$ cat src/rtl/alarm_input_conditioner_pkg.sv
// Shared constants and types for the alarm clock input conditioner.
// Default cycle counts assume a 50 MHz system clock.
package alarm_input_pkg;

  localparam int DEB_CYCLES_50MHZ    = 1_000_000;
  localparam int REPEAT_DELAY_50MHZ  = 25_000_000;
  localparam int REPEAT_PERIOD_50MHZ = 5_000_000;

  typedef enum logic [1:0] {
    IDLE   = 2'd0,
    DELAY  = 2'd1,
    REPEAT = 2'd2
  } repeat_state_t;

  function automatic int max_int(input int a, input int b);
    return (a > b) ? a : b;
  endfunction

endpackage

$ cat src/rtl/alarm_input_conditioner_debounce_channel.sv
// One input channel: two-flop synchronizer, debounce filter holding the
// accepted level, and a one-cycle pulse on each accepted 0->1 change.
module debounce_channel
  import alarm_input_pkg::*;
#(
  parameter int DEB_CYCLES = DEB_CYCLES_50MHZ
) (
  input  logic clk,
  input  logic reset,
  input  logic raw,
  output logic stable,
  output logic rise
);

  localparam int CW = (DEB_CYCLES > 1) ? $clog2(DEB_CYCLES) : 1;
  localparam logic [CW-1:0] CNT_LAST = CW'(DEB_CYCLES - 1);

  logic          s1;
  logic          s2;
  logic [CW-1:0] cnt;

  // Any cycle where the synchronized input agrees with the accepted level
  // restarts the count, so only an uninterrupted run can change the level.
  always_ff @(posedge clk) begin
    if (reset) begin
      s1     <= 1'b0;
      s2     <= 1'b0;
      stable <= 1'b0;
      rise   <= 1'b0;
      cnt    <= '0;
    end else begin
      s1   <= raw;
      s2   <= s1;
      rise <= 1'b0;
      if (s2 == stable) begin
        cnt <= '0;
      end else if (cnt == CNT_LAST) begin
        stable <= s2;
        rise   <= s2;
        cnt    <= '0;
      end else begin
        cnt <= cnt + CW'(1);
      end
    end
  end

endmodule

$ cat src/rtl/alarm_input_conditioner.sv
// Board key/switch front end for the alarm core: debounced switch levels,
// single press pulses for keys, and hold-to-repeat on UP and DOWN.
module alarm_input_conditioner
  import alarm_input_pkg::*;
#(
  parameter int DEB_CYCLES     = DEB_CYCLES_50MHZ,
  parameter int REPEAT_DELAY   = REPEAT_DELAY_50MHZ,
  parameter int REPEAT_PERIOD  = REPEAT_PERIOD_50MHZ,
  parameter bit KEY_ACTIVE_LOW = 1'b1
) (
  input  logic clk_clk,
  input  logic reset_reset,
  input  logic key_set_raw,
  input  logic key_up_raw,
  input  logic key_down_raw,
  input  logic sw_sel_raw,
  input  logic sw_alarm_raw,
  output logic btn_set_export,
  output logic btn_up_export,
  output logic btn_down_export,
  output logic swc_sel_export,
  output logic swc_alarm_export
);

  localparam int TW_MAX = max_int(REPEAT_DELAY, REPEAT_PERIOD);
  localparam int TW     = (TW_MAX > 1) ? $clog2(TW_MAX) : 1;
  localparam logic [TW-1:0] DELAY_LAST  = TW'(REPEAT_DELAY - 1);
  localparam logic [TW-1:0] PERIOD_LAST = TW'(REPEAT_PERIOD - 1);

  // Channel order: 0 set, 1 up, 2 down, 3 sel, 4 alarm; all pressed/on = 1.
  logic [4:0] raw_n;
  logic [4:0] stable;
  logic [4:0] rise;
  logic [1:0] rep_fire;
  logic       both_held;
  logic       unused_switch_rise;

  assign raw_n = {sw_alarm_raw, sw_sel_raw,
                  {key_down_raw, key_up_raw, key_set_raw} ^ {3{KEY_ACTIVE_LOW}}};
  assign both_held          = stable[1] & stable[2];
  assign unused_switch_rise = ^rise[4:3];

  for (genvar ch = 0; ch < 5; ch++) begin : g_channel
    debounce_channel #(
      .DEB_CYCLES(DEB_CYCLES)
    ) u_debounce (
      .clk   (clk_clk),
      .reset (reset_reset),
      .raw   (raw_n[ch]),
      .stable(stable[ch]),
      .rise  (rise[ch])
    );
  end

  // Holding UP and DOWN together freezes both timers so neither value runs.
  for (genvar k = 0; k < 2; k++) begin : g_repeat
    repeat_state_t state;
    logic [TW-1:0] timer;

    assign rep_fire[k] = stable[k+1] & ~both_held &
                         (((state == DELAY)  && (timer == DELAY_LAST)) ||
                          ((state == REPEAT) && (timer == PERIOD_LAST)));

    always_ff @(posedge clk_clk) begin
      if (reset_reset || !stable[k+1]) begin
        state <= IDLE;
        timer <= '0;
      end else begin
        case (state)
          IDLE: begin
            if (rise[k+1]) begin
              state <= DELAY;
              timer <= '0;
            end
          end
          DELAY: begin
            if (!both_held) begin
              if (timer == DELAY_LAST) begin
                state <= REPEAT;
                timer <= '0;
              end else begin
                timer <= timer + TW'(1);
              end
            end
          end
          REPEAT: begin
            if (!both_held) begin
              timer <= (timer == PERIOD_LAST) ? '0 : timer + TW'(1);
            end
          end
          default: begin
            state <= IDLE;
            timer <= '0;
          end
        endcase
      end
    end
  end

  always_ff @(posedge clk_clk) begin
    if (reset_reset) begin
      btn_set_export   <= 1'b0;
      btn_up_export    <= 1'b0;
      btn_down_export  <= 1'b0;
      swc_sel_export   <= 1'b0;
      swc_alarm_export <= 1'b0;
    end else begin
      btn_set_export   <= rise[0];
      btn_up_export    <= rise[1] | rep_fire[0];
      btn_down_export  <= rise[2] | rep_fire[1];
      swc_sel_export   <= stable[3];
      swc_alarm_export <= stable[4];
    end
  end

endmodule

$ cat config.mk
export PLATFORM = sky130hd
export DESIGN_NAME = alarm_input_conditioner
export DESIGN_NICKNAME = d
export VERILOG_FILES = /design/src/rtl/alarm_input_conditioner_pkg.sv /design/src/rtl/alarm_input_conditioner_debounce_channel.sv /design/src/rtl/alarm_input_conditioner.sv
export SDC_FILE = /design/constraint.sdc
export NUM_CORES = 1
export LEC_CHECK = 0
export ABC_AREA = 1
export BUFFER_PORTS_ARGS = -buffer_cell sky130_fd_sc_hd__buf_2
export CAP_MARGIN = 20
export CORE_AREA = 2 2 137 139
export DETAILED_ROUTE_END_ITERATION = 8
export DIE_AREA = 0 0 139 141
export PLACE_DENSITY = 0.73
export REMOVE_ABC_BUFFERS = 1
export SYNTH_ARGS = -nofsm -noshare
export SYNTH_HDL_FRONTEND = slang
export SYNTH_SLANG_ARGS = --single-unit
$ cat constraint.sdc
create_clock -name clk_clk -period 2.4 [get_ports clk_clk]
set_input_delay 0.48 -clock clk_clk [delete_from_list [all_inputs] [get_ports clk_clk]]
set_output_delay 0.48 -clock clk_clk [all_outputs]
set_load 0.1 [all_outputs]
==> summary by stage <==
Status
The flow ran to the end, and the final reports show no timing, DRC or antenna violations.

Setup path
The startpoint type of the worst setup path is a flip-flop. In this run the worst setup path begins at g_repeat[0].state[1]. The worst register-to-register path begins at g_repeat[0].state[1]. Measured in cells, the most critical reg-to-reg path has a length of 9. The critical path capture point type is a flip-flop. In this design, the stage delay of the slowest critical-path cell is 0.36 ns. At the worst endpoint, the arrival time is 2.37 ns. The critical path class is flip-flop to flip-flop.

The worst register-to-register path ends at g_repeat[0].timer[15]. The data required time at the worst endpoint is 2.77 ns. Across all register-to-register paths, the minimum setup slack is 0.39 ns. The largest individual stage delay along the critical path comes from the cell sky130_fd_sc_hd__dfxtp_1. Grouping stages by cell kind, the critical path spends the most delay in simple AND/OR/NAND/NOR gates. The highest fanout seen on the critical path is 19. The critical path buffer and inverter count is 2. The signal on the critical path passes through inv_1 > ha_1 > o21ai_1 > nand2_2 > inv_2 > nand2_1 > o21ai_0 > nand3_1 > nor2_1.

Timing
The worst slew margin relative to its limit is 65.4%. The count of endpoints failing hold in the final timing report came to 0. In the final timing run, aggregate negative setup slack is 0 ns.

The maximum clock frequency is 498 MHz. At the pin with the least slew margin, the transition time is 0.518 ns. The post-route fraction of the period consumed by the critical path is 83.7%. The final count of negative-setup-slack endpoints is 0. The final clock skew is 0.00827 ns.

Setup repair after global routing left no endpoint under its margin. The final-report max-slew violation count was 0. The final critical-path required period is 2.01 ns.

Power
In this run the static leakage power is 3.41 nW. Total power for the finished layout comes to 5.74 mW. The portion of total power attributed to sequential cells is 51.4%. The peak supply drop is 0.000537 V. In this run, the clock network consumes 47.8% of the power. The combinational fraction of design power is 0.8%. The switching share of power is 21.5%. The internal power of the cells totals 4.50 mW.

The power spent charging and discharging nets is 1.24 mW. For this design the ratio of total power to cell area is 583 mW/mm2.

Logic synthesis
Of all flip-flops after synthesis, the portion carrying an async set or reset was 0%. The synthesized instance count is 1331. The flip-flop and latch count after synthesis is 177. The warning count from the yosys run is 0. The synthesized cell area is 0.00896 mm2. The simple logic cell fraction of the synthesized area is 38.8%. The leading area contributor after synthesis is sky130_fd_sc_hd__dfxtp_1.

The dominant register cell in the synthesized netlist is sky130_fd_sc_hd__dfxtp_1. The synthesized netlist devotes 7.52% of its cell area to compound gates. The synthesized area per cell is 6.73 um2.

Sorting the synthesized cells by how often they occur yields sky130_fd_sc_hd__nand2_1, sky130_fd_sc_hd__nor2_1, sky130_fd_sc_hd__dfxtp_1. The area share of fa/ha/maj cells after synthesis is 1.81%. Measured against the total synthesized area, the mux share comes to 0%.

The xor and xnor fraction of the mapped netlist area is 4.30%. The main combinational cell family by area after synthesis is simple AND/OR/NAND/NOR gates. The fraction of post-synthesis cell area in the top cell type by area is 39.5%. By area the synthesized netlist is led by sky130_fd_sc_hd__dfxtp_1, sky130_fd_sc_hd__nand2_1, sky130_fd_sc_hd__nor2_1. The synthesized design contains 0 enable-type register cells. The proportion of synthesized chip area in sequential cells is 39.5%. The count of cell types in the netlist is 40. sky130_fd_sc_hd__nand2_1 is the most common cell in the netlist.

Global routing
The number of global-route vias before repair came to 7380. The total global routing overflow is 0. The number of antenna violations at the first check in global routing is 0.

The overall global routing resource usage is 19.3%. The global-route wire length before repair is 32300 um. Entering global routing, the biggest net connects 21 pins.

Placed design
Detailed placement ended at an HPWL of 13000 um. The total of buffers placed on input and output ports is 11. The weighted congestion reported at the end of routability-driven placement is 0.886.

Clock tree
TritonCTS built the clock tree. The worst-case clock buffer depth is 2. The clock transition at the register clock pins on the worst setup and hold paths after CTS is 0.07 ns. Buffers inserted to repair hold after CTS numbered 0. Clock tree synthesis found a total of 177 sinks.

At the later pin of the worst-skew pair, clock insertion delay measures 0.44 ns. The depth of the CTS H-tree is 4. Clock tree synthesis selected as its root buffer the cell sky130_fd_sc_hd__clkbuf_16. The number of buffers inserted by post-CTS setup repair is 0. The TritonCTS buffer count is 17. The post-cts sizing count is 0.

Detailed routing
The average detailed-routed wire length per instance is 11.4 um. The remaining number of nets flagged by the antenna check after routing is 0. After detailed routing, the number of remaining DRC violations is 0.

Summing over every cut layer, the via total after detailed routing is 8060. The initial detailed-routing violation count is 614. The routed wire length is 18100 um.

The number of vias per cell is 5.06. The first detailed-routing pass ran for 5 iterations.

Min path
The hold path startpoint is key_set_raw. The cell depth of the worst hold path is 2. The endpoint of the worst hold path is g_channel[0].u_debounce.s1. The worst hold path class is input pin to flip-flop.

Floorplanning
12 I/O pins were placed. The starting density of the core is 49.1%. The floorplan has 50 rows. The core region is 0.0183 mm2. The die area is 0.0196 mm2. The floorplan step set the die width to 139 um.

The die is 141 um tall.

Finish
The count of filler cells inserted in the layout is 1808. At the end of the flow, the number of nets in the layout was 1366. The post-route netlist has 6.84% of its cells at a drive strength greater than 1. The repair_antennas step left the layout with diodes totalling 0. The synthesis-to-layout area growth is 9.93%.

Run
The reported max-cap violation count is 0.
==> state kept, by name, summed over array words and instances, names as in the netlist <==
signal and count:
g_channel.u_debounce.s1 5, swc_sel_export 1, btn_down_export 1, btn_set_export 1
g_channel.u_debounce.cnt 100, g_channel.u_debounce.s2 5, g_channel.u_debounce.rise 3, swc_alarm_export 1
g_repeat.timer 50, g_repeat.state 4, g_channel.u_debounce.stable 5, btn_up_export 1
==> cell families (layout without fill, tap and decap cells) <==
kind of cell	after synthesis	in the layout
DFF	177	177
xor gates and xnor gates	44	44
buffers and inverters	182	210
and+or+nand+nor	795	795
AOI/OAI and AO/OA	120	120
adders and majority gates	13	13
==> area by class of cell <==
type | count | area, um2 | area share [%]
inverter | 156 | 586 | 5.94
clock buffer | 21 | 470 | 4.78
timing repair buffer | 22 | 138 | 1.40
multi-input combinational | 972 | 4700 | 47.7
clock inverter | 11 | 120 | 1.22
sequential | 177 | 3540 | 36.0
tap | 234 | 293 | 2.97
==> metal layers <==
| metal | part of all wire (%) | vias up | global-route usage, % |
|---|---|---|---|
| li1 | - | 4294 | - |
| met1 | 49 | 3622 | 25.4 |
| met2 | 46 | 124 | 32.3 |
| met3 | 3.7 | 20 | 3.94 |
| met4 | 1.3 | 0 | 5.85 |
| met5 | 0 | - | 0 |
==> metrics by stage <==
step / setup slack, ns / instance area [um2] / util (%) / hold slack (ns) / cells
finish: 0.392 / 9850 / 53.9 / 0.193 / 1593
floorplan: -0.108 / 8830 / - / 0.388 / 1305
CTS: 0.387 / 9850 / 53.9 / 0.179 / 1593
global route: 0.115 / 9850 / 53.9 / 0.184 / 1593
detailed placement: 0.365 / 9260 / 50.7 / 0.396 / 1561
global placement: 0.425 / 9260 / 50.7 / 0.391 / 1561
==> cells in the final DEF (no fill, tap or decap), types with 7 or more instances in the layout <==
cell type,count
sky130_fd_sc_hd__dfxtp_1,177
sky130_fd_sc_hd__inv_1,152
sky130_fd_sc_hd__nand2_1,284
sky130_fd_sc_hd__nor3b_1,10
sky130_fd_sc_hd__nand3_1,113
sky130_fd_sc_hd__nor2_1,261
sky130_fd_sc_hd__xnor2_1,13
sky130_fd_sc_hd__buf_4,11
sky130_fd_sc_hd__nand2_2,8
sky130_fd_sc_hd__a21oi_1,71
sky130_fd_sc_hd__nand3b_1,7
sky130_fd_sc_hd__buf_2,11
sky130_fd_sc_hd__ha_1,13
sky130_fd_sc_hd__nand4_1,36
sky130_fd_sc_hd__xor2_1,31
sky130_fd_sc_hd__or2_2,8
sky130_fd_sc_hd__nor3_1,40
sky130_fd_sc_hd__o21ai_0,27
sky130_fd_sc_hd__clkbuf_16,17
==> power by group through the flow <==
stage	sequential (mW)	clock [mW]	combinational (mW)
final	2.95	2.74	0.0455
after global routing	2.95	2.93	0.0522
after CTS	2.95	2.82	0.0466
after detailed placement	3.02	0	0.0460
after global placement	3.02	0	0.0455
after floorplan	3.02	0	0.0214
==> worst max path at each step <==
stage | end | slack [ns] | depth (start not counted)
2_1_floorplan | g_repeat[1].timer[17] | -0.11 | 9
3_3_place_gp | g_repeat[1].timer[5] | 0.43 | 10
3_5_place_dp | g_repeat[1].timer[10] | 0.37 | 10
4_1_cts | g_repeat[1].timer[12] | 0.39 | 10
5_1_grt | g_channel[1].u_debounce.cnt[11] | 0.11 | 9
6_report | g_repeat[0].timer[15] | 0.39 | 9
==> worst reg2reg max path, stage by stage, from the launching register on <==
cell	delay (ns)
sky130_fd_sc_hd__dfxtp_1	0.36
sky130_fd_sc_hd__inv_1	0.07
sky130_fd_sc_hd__ha_1	0.26
sky130_fd_sc_hd__o21ai_1	0.22
sky130_fd_sc_hd__nand2_2	0.18
sky130_fd_sc_hd__inv_2	0.30
sky130_fd_sc_hd__nand2_1	0.19
sky130_fd_sc_hd__o21ai_0	0.19
sky130_fd_sc_hd__nand3_1	0.09
sky130_fd_sc_hd__nor2_1	0.10
No activity file was read; power rests on OpenSTA's default activity.
